[src/rtl/seg_capture_decoder.sv]
// Captures the four digits of a multiplexed 7-segment display bus, debounced over
// STABLE_CYCLES cycles, into a BCD frame. Optional binary output: `define SEG_BIN_OUT_EN.
module seg_capture_decoder #(
    parameter int STABLE_CYCLES = 4
) (
    input  logic        clk,
    input  logic        rst_n,
    input  logic [6:0]  seg_in,
    input  logic [3:0]  dig_sel,
    output logic [15:0] value,
    output logic        frame_valid,
    output logic        frame_err,
    output logic        sel_err,
    output logic [1:0]  dbg_state
`ifdef SEG_BIN_OUT_EN
    ,
    output logic [13:0] value_bin,
    output logic        bin_valid
`endif
);

    typedef enum logic [1:0] {
        IDLE   = 2'd0,
        SETTLE = 2'd1,
        HELD   = 2'd2
    } state_t;

    state_t      state;
    logic [3:0]  samp_sel;
    logic [6:0]  samp_seg;
    logic [7:0]  stab_cnt;
    logic [15:0] slots;
    logic [3:0]  mask;
    logic        acc_err;
    logic        frame_pending;
    logic        prev_multi;

    logic        sel_onehot;
    logic        sel_multi;
    logic        same;
    logic [7:0]  cnt_inc;
    logic [3:0]  dec_digit;
    logic        dec_err;
    logic [3:0]  mask_base;
    logic        acc_base;
    logic [3:0]  mask_next;

    // Returns {pattern_error, bcd_digit}.
    function automatic logic [4:0] decode(input logic [6:0] seg);
        case (seg)
            7'h3F:   decode = 5'h00;
            7'h06:   decode = 5'h01;
            7'h5B:   decode = 5'h02;
            7'h4F:   decode = 5'h03;
            7'h66:   decode = 5'h04;
            7'h6D:   decode = 5'h05;
            7'h7D:   decode = 5'h06;
            7'h07:   decode = 5'h07;
            7'h7F:   decode = 5'h08;
            7'h6F:   decode = 5'h09;
            default: decode = 5'h1E;
        endcase
    endfunction

    always_comb begin
        sel_onehot             = $onehot(dig_sel);
        sel_multi              = (dig_sel != 4'h0) && !sel_onehot;
        same                   = ({dig_sel, seg_in} == {samp_sel, samp_seg});
        cnt_inc                = stab_cnt + 8'd1;
        {dec_err, dec_digit}   = decode(samp_seg);
        // A completed frame clears on the same edge a new capture lands, so the
        // new capture must build on an empty mask/accumulator.
        mask_base              = frame_pending ? 4'h0 : mask;
        acc_base               = frame_pending ? 1'b0 : acc_err;
        mask_next              = mask_base | samp_sel;
    end

    assign dbg_state = state;

    always_ff @(posedge clk or negedge rst_n) begin
        if (!rst_n) begin
            state         <= IDLE;
            samp_sel      <= 4'h0;
            samp_seg      <= 7'h00;
            stab_cnt      <= 8'd0;
            slots         <= 16'h0000;
            mask          <= 4'h0;
            acc_err       <= 1'b0;
            frame_pending <= 1'b0;
            prev_multi    <= 1'b0;
            value         <= 16'h0000;
            frame_valid   <= 1'b0;
            frame_err     <= 1'b0;
            sel_err       <= 1'b0;
        end else begin
            prev_multi    <= sel_multi;
            sel_err       <= sel_multi && !prev_multi;
            frame_valid   <= frame_pending;
            frame_pending <= 1'b0;
            if (frame_pending) begin
                value     <= slots;
                frame_err <= acc_err;
                mask      <= 4'h0;
                acc_err   <= 1'b0;
            end

            case (state)
                IDLE: begin
                    if (sel_onehot) begin
                        state    <= SETTLE;
                        samp_sel <= dig_sel;
                        samp_seg <= seg_in;
                        stab_cnt <= 8'd1;
                    end
                end
                SETTLE: begin
                    if (same) begin
                        stab_cnt <= cnt_inc;
                        if (cnt_inc == 8'(STABLE_CYCLES)) begin
                            state <= HELD;
                            for (int i = 0; i < 4; i++) begin
                                if (samp_sel[i]) slots[i*4 +: 4] <= dec_digit;
                            end
                            mask          <= mask_next;
                            acc_err       <= acc_base | dec_err;
                            frame_pending <= (mask_next == 4'hF);
                        end
                    end else if (sel_onehot) begin
                        samp_sel <= dig_sel;
                        samp_seg <= seg_in;
                        stab_cnt <= 8'd1;
                    end else begin
                        state    <= IDLE;
                        stab_cnt <= 8'd0;
                    end
                end
                HELD: begin
                    if (!same) begin
                        if (sel_onehot) begin
                            state    <= SETTLE;
                            samp_sel <= dig_sel;
                            samp_seg <= seg_in;
                            stab_cnt <= 8'd1;
                        end else begin
                            state    <= IDLE;
                            stab_cnt <= 8'd0;
                        end
                    end
                end
                default: begin
                    state    <= IDLE;
                    stab_cnt <= 8'd0;
                end
            endcase
        end
    end

`ifdef SEG_BIN_OUT_EN
    always_ff @(posedge clk or negedge rst_n) begin
        if (!rst_n) begin
            value_bin <= 14'd0;
            bin_valid <= 1'b0;
        end else begin
            bin_valid <= frame_valid;
            if (frame_valid) begin
                value_bin <= 14'(value[15:12]) * 14'd1000 + 14'(value[11:8]) * 14'd100
                           + 14'(value[7:4]) * 14'd10 + 14'(value[3:0]);
            end
        end
    end
`endif

endmodule

[config.mk]
export PLATFORM = sky130hd
export DESIGN_NAME = seg_capture_decoder
export DESIGN_NICKNAME = d
export VERILOG_FILES = /design/src/rtl/seg_capture_decoder.sv
export SDC_FILE = /design/constraint.sdc
export NUM_CORES = 1
export LEC_CHECK = 0
export BUFFER_PORTS_ARGS = -buffer_cell sky130_fd_sc_hd__buf_2
export CAP_MARGIN = 15
export CORE_MARGIN = 5
export CORE_UTILIZATION = 53
export CTS_CLUSTER_DIAMETER = 100
export DETAILED_ROUTE_END_ITERATION = 10
export PLACE_DENSITY = 0.76
export SYNTH_ARGS = -nofsm -noshare
export SYNTH_HDL_FRONTEND = slang
export SYNTH_SLANG_ARGS = --single-unit
export TNS_END_PERCENT = 5
[constraint.sdc]
create_clock -name clk -period 2.05 [get_ports clk]
set_input_delay 0.205 -clock clk [delete_from_list [all_inputs] [get_ports clk]]
set_output_delay 0.205 -clock clk [all_outputs]
set_load 0.01 [all_outputs]
==> impl_metrics.py <==
metrics = {
    "worst_setup_path": {
        "critPathSlowestCell": "sky130_fd_sc_hd__fa_1",
        "crit_chain": "buf_6 > inv_2 > fa_1 > inv_1 > ha_2 > ha_4 > nor3b_4 > nor2_2 > a21o_2 > a311oi_2 > mux2_1",
        "timing.critical_path.fanout_max": 2,
        "critPathCaptureType": "flip-flop",
        "max_stage_delay_ns": 0.53,
        "arrival_ns": 2.28,
        "worst_ep_required_time_ns": 2.27,
        "crit_buf_inv": 3,
        "crit_path_max_delay_family": "adder cells",
        "setup.worst_path.start_class": "input port",
        "worst-setup-path-type": "input port to flip-flop",
    },
    "grt": {
        "overflow": 0,
        "global_route_wire_length_before_repair_um": 10810,
        "grt_start_max_net_pins": 29,
        "grt_antenna_before_repair": 0,
        "grt_pass1_vias": 2264,
        "global_route.usage.total_pct": 18.14,
    },
    "cts": {
        "numCtsBuffers": 9,
        "tritoncts": "yes",
        "clkSlewWorstSetupHoldPaths_ns": 0.07,
        "cts_root_buf": "sky130_fd_sc_hd__clkbuf_8",
        "cts.sinks": 63,
        "clk-insertion-delay-late_ns": 0.34,
        "cts_max_path_buffers": 2,
        "ctsHtreeMaxLevel": 3,
    },
    "detailed_routing": {
        "initial_drt_pass_iterations": 4,
        "drt-wirelength-per-cell_um": 15.70,
        "routed_wl_um": 6453,
        "drt.antenna.violating_nets": 0,
        "drtIter0Drc": 96,
        "num_vias": 2215,
        "drt_drc_violations_left": 0,
        "via_per_inst": 5.389,
    },
    "timing": {
        "timing.final.setup_violations": 3,
        "timing.max_slew.rel_slack_pct": 57.13,
        "skew_ns": 0.006575,
        "drv_slew": 0,
        "post-route-period-util_pct": 100.6,
        "hold_violations": 0,
        "grt_setup_unrepaired": "true",
        "worst_setup_margin_ns": -0.01136,
        "final_period_minus_worst_setup_slack_ns": 2.061,
        "fmax_ghz": 0.4851,
        "worst_pin_slew_ns": 0.6430,
    },
    "power": {
        "p_leak_uw": 0.002051,
        "total_power_uw": 4124,
        "power.density_cell_area_nw_per_um2": 1026,
        "vdd.ir_drop.worst_mv": 0.7680,
    },
    "floorplan": {
        "die_ar_sq_um": 7768,
        "ios": 34,
        "placeableCoreArea_sq_um": 5921,
        "die_x_um": 88.14,
        "initial_utilization_pct": 54.65,
        "chipHeight_um": 88.14,
        "placement_rows": 28,
    },
    "min_path": {
        "min-delay-path-class": "input port to flip-flop",
    },
    "synth": {
        "post_synth_main_area_contributors": "sky130_fd_sc_hd__dfrtp_1 (49%), sky130_fd_sc_hd__mux2_2 (9.7%), sky130_fd_sc_hd__mux2_4 (7.4%)",
        "syn_inst": 260,
        "dominantRegCellSynth": "sky130_fd_sc_hd__dfrtp_1",
        "synth_area_leader": "sky130_fd_sc_hd__dfrtp_1",
        "synth_seq_cells": 63,
        "syn-num-nets": 283,
        "synthesis.area_sq_um": 3236,
        "async_flop_share_pct": 100.0,
        "synth-edff-count": 0,
        "synth_warnings": 0,
        "ys_seq_area_share_pct": 48.72,
        "number_of_distinct_library_cells_after_synthesis": 53,
        "share_of_yosys_cell_area_claimed_by_the_top_area_cell_type_pct": 48.72,
        "post_synth.cell_area_avg_sq_um": 12.44,
    },
    "placement": {
        "post-place-cells": 392,
        "pre_cts_slack_ns": -0.4110,
        "postPlaceCellArea_sq_um": 3726,
        "place_congestion": 0.8213,
        "hpwl_um": 4696,
        "numPortBuffers": 33,
    },
    "finish": {
        "fraction_of_final_layout_cells_with_drive_strength_greater_than_1_pct": 46.73,
        "seq_area_sq_um": 1577,
        "final_core_util_pct": 67.88,
        "design_area_sq_um": 4019,
        "multiInputGateArea_sq_um": 1593,
        "area_growth_pct": 24.21,
        "final.fill_count": 428,
        "diode_insertion_count_for_antenna_repair": 0,
        "nets_final": 354,
        "post_layout_nonfiller_instances": 411,
    },
    "run_status": {
        "outcome": "finished, violations left",
        "violations": "setup timing",
    },
    "run": {
        "timing.max_cap.violations": 0,
    },
}
==> registers in the layout, indices dropped and copies added (netlist names) <==
register       cells
dbg_state          2
frame_valid        1
mask               4
samp_seg           7
sel_err            1
samp_sel           4
slots             16
frame_err          1
acc_err            1
value             16
prev_multi         1
stab_cnt           8
frame_pending      1
==> path summary, 6_finish.rpt <==
path	endpoint	slack, ns	cells after the start	startpoint
hold / removal	samp_seg[4]$_DFFE_PN0P_	0.13	2	seg_in[4]
setup reg to reg	slots[9]$_DFFE_PN0P_	-0.01	6	samp_seg[2]$_DFFE_PN0P_
max in group asynchronous	slots[8]$_DFFE_PN0P_	0.90	3	rst_n
hold reg to reg	sel_err$_DFF_PN0_	0.40	1	prev_multi$_DFF_PN0_
setup / recovery	dbg_state[0]$_DFFE_PN0P_	-0.01	11	dig_sel[1]
min in group asynchronous	samp_seg[6]$_DFFE_PN0P_	0.43	2	rst_n
==> logic make-up after synthesis <==
group	after synthesis	synth area share (%)
DFF	63	48.72
and+or+nand+nor	59	12.92
muxes	45	17.52
AOI/OAI and AO/OA	42	8.662
buffers and inverters	26	3.789
xor gates and xnor gates	15	4.292
adders and majority gates	10	4.099
==> per-layer routing <==
layer	up-vias	track usage [%]	wire length [um]
met5	-	0	0
met4	0	7.692	109
met3	13	3.481	200
met2	44	29.45	3241
met1	1095	23.86	2902
li1	1063	-	-
==> metrics by stage <==
stage / hold slack (ns) / setup TNS (ns)
2_1_floorplan: -0.09059 / -4.338
5_1_grt: 0.1224 / -2.360
3_3_place_gp: 0.2699 / -6.716
3_5_place_dp: 0.2697 / -8.249
6_report: 0.1289 / -0.01680
4_1_cts: 0.1233 / -0.1087
==> final cells by class <==
class / instances / share of cell area (%)
Tap cell: 75 / 2.335
Inverter: 15 / 1.401
Timing Repair Buffer: 71 / 11.67
Clock inverter: 6 / 2.304
Multi-Input combinational cell: 171 / 39.63
Clock buffer: 10 / 3.425
Sequential cell: 63 / 39.23
==> cells in the final DEF (no fill, tap or decap), drive strengths merged, types with 8 or more instances in the layout <==
master / count
a21oi: 10
buf: 70
clkbuf: 10
dfrtp: 63
ha: 9
inv: 16
mux2: 45
nand2: 9
nand3: 8
nor2: 13
xor2: 11
==> worst register-to-register path: cells and delay by family, from the launching register on <==
family | cells | cell delay [ns]
xor+xnor | 1 | 0.17
simple gates | 4 | 1.07
flops | 1 | 0.39
mux | 1 | 0.31
==> Yosys cell counts (3+ instances only) <==
master,count
sky130_fd_sc_hd__nand2_4,4
sky130_fd_sc_hd__o22ai_1,5
sky130_fd_sc_hd__nor2b_1,4
sky130_fd_sc_hd__nand2b_1,5
sky130_fd_sc_hd__xor2_1,10
sky130_fd_sc_hd__a31oi_1,3
sky130_fd_sc_hd__buf_2,3
sky130_fd_sc_hd__xnor2_1,4
sky130_fd_sc_hd__nor4_4,3
sky130_fd_sc_hd__ha_1,9
sky130_fd_sc_hd__inv_1,15
sky130_fd_sc_hd__a22o_1,4
sky130_fd_sc_hd__mux2_4,16
sky130_fd_sc_hd__mux2_2,28
sky130_fd_sc_hd__dfrtp_1,63
sky130_fd_sc_hd__o21ai_0,7
sky130_fd_sc_hd__a21oi_1,10
sky130_fd_sc_hd__nor2_1,13
sky130_fd_sc_hd__nand2_1,5
sky130_fd_sc_hd__nand3_1,8
==> what timing repair did <==
item | 4_1_cts | 5_1_grt
gates cloned | 0 | 0
resized for setup | 6 | 7
setup endpoints to repair | 33 | 36
setup buffers | 1 | 1
pin swaps | 5 | 8
hold endpoints to repair | 26 | 0
hold buffers | 1 | 0
==> report_power, final <==
group	switching, uW	internal, uW
logic	729	651
clock network	506	724
registers	130	1380
total	1370	2760
(Power assumes the default switching activity.)
